## src/rtl/vu_level_detector.sv

```systemverilog
// VU meter level detector: per-frame peak magnitude, bar ballistics, peak hold.
// Optional peak-hold FSM compiled in with `define VU_PEAK_HOLD_EN.
module vu_level_detector #(
  parameter int S_WIDTH      = 12,
  parameter int L_BITS       = 5,
  parameter int DECAY_FRAMES = 2,
  parameter int HOLD_FRAMES  = 30
) (
  input  logic               clock,
  input  logic               reset,
  input  logic               sample_valid,
  input  logic [S_WIDTH-1:0] sample,
  input  logic               frame_tick,
  output logic [L_BITS-1:0]  level,
  output logic [L_BITS-1:0]  peak,
  output logic               level_valid
);

  localparam int M_W = S_WIDTH - 1;
  localparam int D_W =
    (DECAY_FRAMES > 1) ? $clog2(DECAY_FRAMES) : 1;

  localparam logic [D_W-1:0] D_LAST =
    D_W'(DECAY_FRAMES - 1);
  localparam logic [D_W-1:0] D_ONE = D_W'(1);
  localparam logic [L_BITS-1:0] L_ONE = L_BITS'(1);
  localparam logic [L_BITS-1:0] L_ZERO = '0;

  logic [S_WIDTH-1:0] neg;
  logic               is_min;
  logic [M_W-1:0]     mag;

  logic [M_W-1:0]     acc;
  logic [M_W-1:0]     acc_nxt;

  logic [L_BITS-1:0]  q;
  logic [L_BITS-1:0]  lvl_dec;
  logic [L_BITS-1:0]  level_nxt;
  logic [D_W-1:0]     dcnt;
  logic [D_W-1:0]     dcnt_nxt;

  // Magnitude; the most negative sample saturates to full scale.
  always_comb begin
    neg    = ~sample + S_WIDTH'(1);
    is_min = sample[S_WIDTH-1] & ~|sample[S_WIDTH-2:0];
    mag    = sample[M_W-1:0];
    if (is_min)
      mag = '1;
    else if (sample[S_WIDTH-1])
      mag = neg[M_W-1:0];
  end

  // Window max; a sample on the tick opens the new window.
  always_comb begin
    acc_nxt = acc;
    if (frame_tick)
      acc_nxt = sample_valid ? mag : '0;
    else if (sample_valid && (mag > acc))
      acc_nxt = mag;
  end

  // Bar ballistics: instant attack, one step down per decay period.
  always_comb begin
    q         = acc[M_W-1 -: L_BITS];
    lvl_dec   = level - L_ONE;
    level_nxt = level;
    dcnt_nxt  = dcnt;
    if (frame_tick) begin
      unique case (1'b1)
        (q >= level): begin
          level_nxt = q;
          dcnt_nxt  = '0;
        end
        (q < level) && (dcnt == D_LAST): begin
          level_nxt = (lvl_dec > q) ? lvl_dec : q;
          dcnt_nxt  = '0;
        end
        default: begin
          dcnt_nxt = dcnt + D_ONE;
        end
      endcase
    end
  end

  // Accumulator, bar state and update strobe.
  always_ff @(posedge clock) begin
    if (reset) begin
      acc         <= '0;
      level       <= '0;
      dcnt        <= '0;
      level_valid <= 1'b0;
    end else begin
      acc         <= acc_nxt;
      level       <= level_nxt;
      dcnt        <= dcnt_nxt;
      level_valid <= frame_tick;
    end
  end

`ifdef VU_PEAK_HOLD_EN

  localparam int H_W =
    (HOLD_FRAMES > 1) ? $clog2(HOLD_FRAMES) : 1;
  localparam logic [H_W-1:0] H_LAST =
    H_W'(HOLD_FRAMES - 1);
  localparam logic [H_W-1:0] H_ONE = H_W'(1);

  typedef enum logic [1:0] {
    TRACK,
    HOLD,
    FALL
  } pk_state_t;

  pk_state_t         state;
  pk_state_t         state_nxt;
  logic [H_W-1:0]    hcnt;
  logic [H_W-1:0]    hcnt_nxt;
  logic [L_BITS-1:0] peak_q;
  logic [L_BITS-1:0] peak_nxt;
  logic [L_BITS-1:0] pk_dec;

  // Peak marker: hold after each new peak, then fall to the bar.
  always_comb begin
    state_nxt = state;
    hcnt_nxt  = hcnt;
    peak_nxt  = peak_q;
    pk_dec    = (peak_q == L_ZERO) ? L_ZERO
                                   : peak_q - L_ONE;
    if (frame_tick) begin
      unique case (state)
        TRACK: begin
          if (level_nxt >= peak_q) begin
            peak_nxt  = level_nxt;
            hcnt_nxt  = H_LAST;
            state_nxt = HOLD;
          end
        end
        HOLD: begin
          if (level_nxt > peak_q) begin
            peak_nxt = level_nxt;
            hcnt_nxt = H_LAST;
          end else if (hcnt == '0) begin
            state_nxt = FALL;
          end else begin
            hcnt_nxt = hcnt - H_ONE;
          end
        end
        FALL: begin
          if (level_nxt >= pk_dec) begin
            peak_nxt  = level_nxt;
            hcnt_nxt  = H_LAST;
            state_nxt = HOLD;
          end else begin
            peak_nxt = pk_dec;
          end
        end
        default: begin
          state_nxt = TRACK;
        end
      endcase
    end
  end

  // Peak FSM registers.
  always_ff @(posedge clock) begin
    if (reset) begin
      state  <= TRACK;
      hcnt   <= '0;
      peak_q <= '0;
    end else begin
      state  <= state_nxt;
      hcnt   <= hcnt_nxt;
      peak_q <= peak_nxt;
    end
  end

  assign peak = peak_q;

`else

  assign peak = level;

`endif

endmodule

```

## config.mk

```make
export PLATFORM = sky130hd
export DESIGN_NAME = vu_level_detector
export DESIGN_NICKNAME = d
export VERILOG_FILES = /design/src/rtl/vu_level_detector.sv
export SDC_FILE = /design/constraint.sdc
export NUM_CORES = 1
export LEC_CHECK = 0
export BUFFER_PORTS_ARGS = -buffer_cell sky130_fd_sc_hd__buf_2
export CAP_MARGIN = 20
export CORE_MARGIN = 2
export CORE_UTILIZATION = 25
export DETAILED_ROUTE_END_ITERATION = 7
export SLEW_MARGIN = 5
export SYNTH_ARGS = -nofsm -noshare
export SYNTH_HDL_FRONTEND = slang
export SYNTH_SLANG_ARGS = --single-unit
```

## constraint.sdc

```tcl
create_clock -name clock -period 5 [get_ports clock]
set_clock_uncertainty 0.2 [all_clocks]
set_input_delay 0.75 -clock clock [delete_from_list [all_inputs] [get_ports clock]]
set_output_delay 0.75 -clock clock [all_outputs]
set_load 0.05 [all_outputs]
```

== Word level (Yosys, flattened, before mapping) ==
Index checks and enable logic that the tools add are counted.

* Add/subtract/negate cells: 3
* Multipliers: 0
* Divide/modulo/power cells: 0
* Order comparisons: 4
* Equality and inequality tests: 0
* Shift operators: 0
* Mux-type cells: 8
* Bitwise gates (word level): 2
* Reductions and logical operators: 8

{| class="wikitable"
|+ Operator list
! operator !! count
|-
| 11-bit two-way mux || 5
|-
| 11-bit by 1-bit adder with 11-bit output, second input constant || 1
|-
| 11-bit > comparator || 1
|-
| 11-bit inverter || 1
|-
| 11-bit OR reduction || 1
|-
| 5-bit one-hot mux with 2 select lines || 1
|-
| 5-bit >= comparator || 1
|-
| 5-bit > comparator || 1
|-
| 5-bit < comparator || 1
|-
| 5-bit two-way mux || 1
|-
| 5-bit by 1-bit subtractor with 5-bit output, second input constant || 1
|-
| 2-bit nonzero test || 2
|-
| 1-bit logical AND || 2
|-
| 2-bit AND reduction || 1
|-
| 2-bit OR reduction || 1
|-
| 1-bit adder, second input constant || 1
|-
| 1-bit bitwise AND || 1
|-
| 1-bit logical NOT || 1
|-
| 1-bit two-way mux || 1
|}

* Bits in registers: 18
* Bits in latches: 0
* Memory bits (writable): 0
* ROM bits: 0
* Bits of input ports: 16
* Output and inout port bits: 11
* Memories kept: 0

== Logic depth before layout (Yosys ltp) ==
* Depth in word-level cells: 8
* Mapped depth: 15
* Gate-level depth less buffers: 14

== Least setup slack after synthesis ==
Ideal clock, no wire load.

* Path type: input to register
* From: input sample[0]
* To: register acc[5]
* Setup time: 136 ps
* Arrival time: 3803 ps
* Required time: 4664 ps
* Path slack: 862 ps
* Cell stages on the path: 14
* Buffers on the path: 2
* Cells stage by stage: inv_1 ha_1 or4b_1 or3_1 or3b_1 buf_6 and2_4 ha_1 nand3b_1 a211oi_1 o2111ai_1 a21oi_1 clkbuf_1 a311oi_1

* Word-level cells in the longest chain between the ends: 7
* Elaborated cells on any way between the ends: 13

{| class="wikitable"
|+ RTL lines
! what !! RTL line !! text
|-
| start, declared || 12 || <nowiki>input logic [S_WIDTH-1:0] sample,</nowiki>
|-
| 11-bit inverter / 11-bit OR reduction (equally long branches) || 44, 45 ||
|-
| 11-bit by 1-bit adder with 11-bit output / 1-bit logical NOT (equally long branches) || 44, 45 ||
|-
| 11-bit two-way mux / 1-bit bitwise AND (equally long branches) || 49, 45 ||
|-
| 11-bit two-way mux * || 47 || <nowiki>if (is_min)</nowiki>
|-
| 11-bit > comparator || 58 || <nowiki>else if (sample_valid && (mag > acc))</nowiki>
|-
| 1-bit logical AND || 58 ||
|-
| 2-bit nonzero test (no source line) || n/a ||
|-
| end signal, assigned || 93 || <nowiki>acc <= acc_nxt;</nowiki>
|-
| end, declared || 33 || <nowiki>logic [M_W-1:0] acc;</nowiki>
|}

Mark *: on every way between the ends. The rest lies on a longest branch, timed or not. The select of a mux whose other input is x is not followed.
A chain may end at the register's enable or synchronous reset.

== Final worst setup path ==
* From: input sample[0]
* To: register acc[8]

The elaborated chain is that of the path after synthesis.

==> results.yml <==
pwr:
  vdd_drop_max_mv: 0.201
  leakagePower_uw: 0.000833
  p_per_area_nw_per_um2: 328
die:
  std_cell_rows: 29
  core_um2: 6310
  ioPinCount: 27
  start_util: 0.256
  die_h_um: 84.4
  fp.dieW_um: 84.4
  dieArea_um2: 7130
timing:
  fmax_mhz: 233
  final-max-slew-violation-count: 0
  setup_viol: 0
  grt_setup_unrepaired: "false"
  hold_viol_final: 0
  tns_ps: 0
  worst_pin_slew_ps: 620
  relSlewSlack: 0.585
  post-route-period-util: 0.858
  hold_ws_ps: 299
  finalCriticalPeriod_ps: 4290
setup_path:
  crit_required_ps: 4990
  crit_top_cell: "a21oi_1"
  critPathArrivalTime_ps: 4280
  worst_setup_path_start_kind: "primary input"
  cp_cell_sequence: "buf_2, inv_1, ha_1, or4b_1, or3_1, or3b_1, nor3b_1, a21oi_1, ha_1, nand3_1, o221ai_1, o2111ai_1, a21oi_1, buf_4, or2_2, a21oi_1"
  critPathKind: "primary input to flop"
  slowest_delay_ps: 540
  cp_num_buf_inv: 3
  crit_family: "simple AND/OR/NAND/NOR gates"
  end_kind: "flop"
  crit_fanout: 11
  cp_slowest_cell: "or3b_1"
global_routing:
  overflow: 0
  grt_max_degree: 15
  grt_pass1_wl_mm: 6.20
  first_global_vias: 1333
  grtUsageTotal: 0.106
  antenna_found_initial: 0
final_layout:
  final_cell_mix: "buf_2 (27), ha_1 (23), inv_1 (22)"
  synthToLayoutAreaGrowth_pct: 14.7
  insertedDiodeCount: 0
  layout_commonest_cell: "buf_2"
  final_util: 0.294
  num-nets-final: 268
  drive_above_1_share: 0.175
placement:
  port_buffers: 26
  hpwlAfterDp_mm: 2.99
  place_congestion: 0.806
flow_run:
  cap_violations: 0
cts:
  cts_buffer_depth: 2
  cts_sinks: 18
  post_cts_buffers: 0
  cts_made_buffers: 3
  cts_root_buffer: "clkbuf_8"
  insertion_delay_ps: 260
  clk_pin_slew_worst_paths_ps: 70
  cts_tree: "yes"
  htreeDepth: 1
  cts_hold_buf: 0
  cts_resized: 0
yosys:
  synthDominantCellAreaShare: 0.223
  yosysWarnings: 0
  async_reset_ff_frac: 0
  syn-cell-area_um2: 1620
  synthDistinctLibCells: 49
  yosysSeqAreaShare: 0.223
  yosys.area.top_type: "dfxtp_1"
  ys.flop_type: "dfxtp_1"
  synth_fp_nets: 244
  ys_ff_latch: 18
  syn_avg_cell_area_um2: 7.89
  synth_edf_count: 0
  synthTopCellsByArea: "dfxtp_1 (22%), ha_1 (18%), inv_1 (5.1%)"
  netlist_instances: 205
worst_hold_path:
  hold_class: "flop to flop"
drt:
  wl_per_cell_um: 12.1
  routed_via_density: 4.80
  drcViolationCount: 0
  ant_nets: 0
  drtPass1Iterations: 4
  vias: 1465
  totalWireLength_mm: 3.69
  drt-initial-drc-count: 73
outcome:
  outcome: "complete, no violations"
## cell families (layout without fill, tap and decap cells)
kind of cell    Yosys count  count (layout)  share of synthesized area
flops                    18              18                      0.223
xor+xnor                  8               8                     0.0433
mux                       5               5                     0.0310
compound gates           56              56                      0.235
simple gates             63              63                      0.200
fa+ha+maj                23              23                      0.178
buf+inv                  32              55                     0.0906
## final timing paths
path / startpoint / slack, ps / cells past startpoint / end
setup / recovery: sample[0] / 710 / 16 / acc[8]
setup reg to reg: level[0] / 1690 / 12 / level[3]
hold / removal: acc[3] / 300 / 2 / acc[3]
hold reg to reg: acc[3] / 300 / 2 / acc[3]
## report_power, final
| group | switching, uW | total [uW] | internal [uW] |
|---|---|---|---|
| sequential | 19.0 | 184 | 165 |
| combinational | 184 | 301 | 117 |
| clock | 53.0 | 123 | 70.0 |
## per-stage QoR
stage	total power [uW]	instances	setup WS, ps	cell area, um2
floorplan	419	205	862	1620
global placement	482	300	533	1790
detailed placement	487	301	480	1800
CTS	613	305	741	1850
global route	663	305	389	1850
finish	608	305	710	1850
## final cells by class
cell class	instances	area (um2)
multi-input combinational	155	1110
sequential	18	360
timing repair buffer	29	150
fill	683	4460
tap	77	96.3
clock buffer	4	55.1
inverter	22	82.6
## state kept, by name (all words and copies together), names as in the netlist
name         cells
acc             11
level_valid      1
dcnt             1
level            5
## worst register-to-register path, cell delays in order (launching register included)
cell,delay [ps]
dfxtp_1,470
inv_1,110
ha_1,250
nand2_1,100
nor2_1,50
xnor2_1,160
ha_1,300
nand4_1,120
o21ba_2,240
a2111oi_1,620
buf_2,270
nor2_1,50
o41ai_1,290
## routing by layer
metal	GRT usage	vias to the layer above	part of all wire
met3	0.0275	2	0.045
li1	-	777	-
met2	0.164	36	0.43
met1	0.150	650	0.52
met5	0	-	0
met4	0.0173	0	0.0041
## cell usage after synthesis (2+ instances only)
library cell	instances
buf_4	5
ha_1	23
or4_1	2
a31oi_1	2
nand4_1	3
mux2i_1	5
nand3_1	4
clkbuf_1	4
nor2b_1	3
dfxtp_1	18
or3_1	3
o22a_1	5
nand2_1	16
a21o_1	2
nor2_1	19
a21oi_1	15
inv_1	22
o21a_1	2
o41ai_1	2
xor2_1	4
o21bai_1	2
xnor2_1	4
a211oi_1	4
o21ai_0	11
Power figures use the tool's default switching activity.
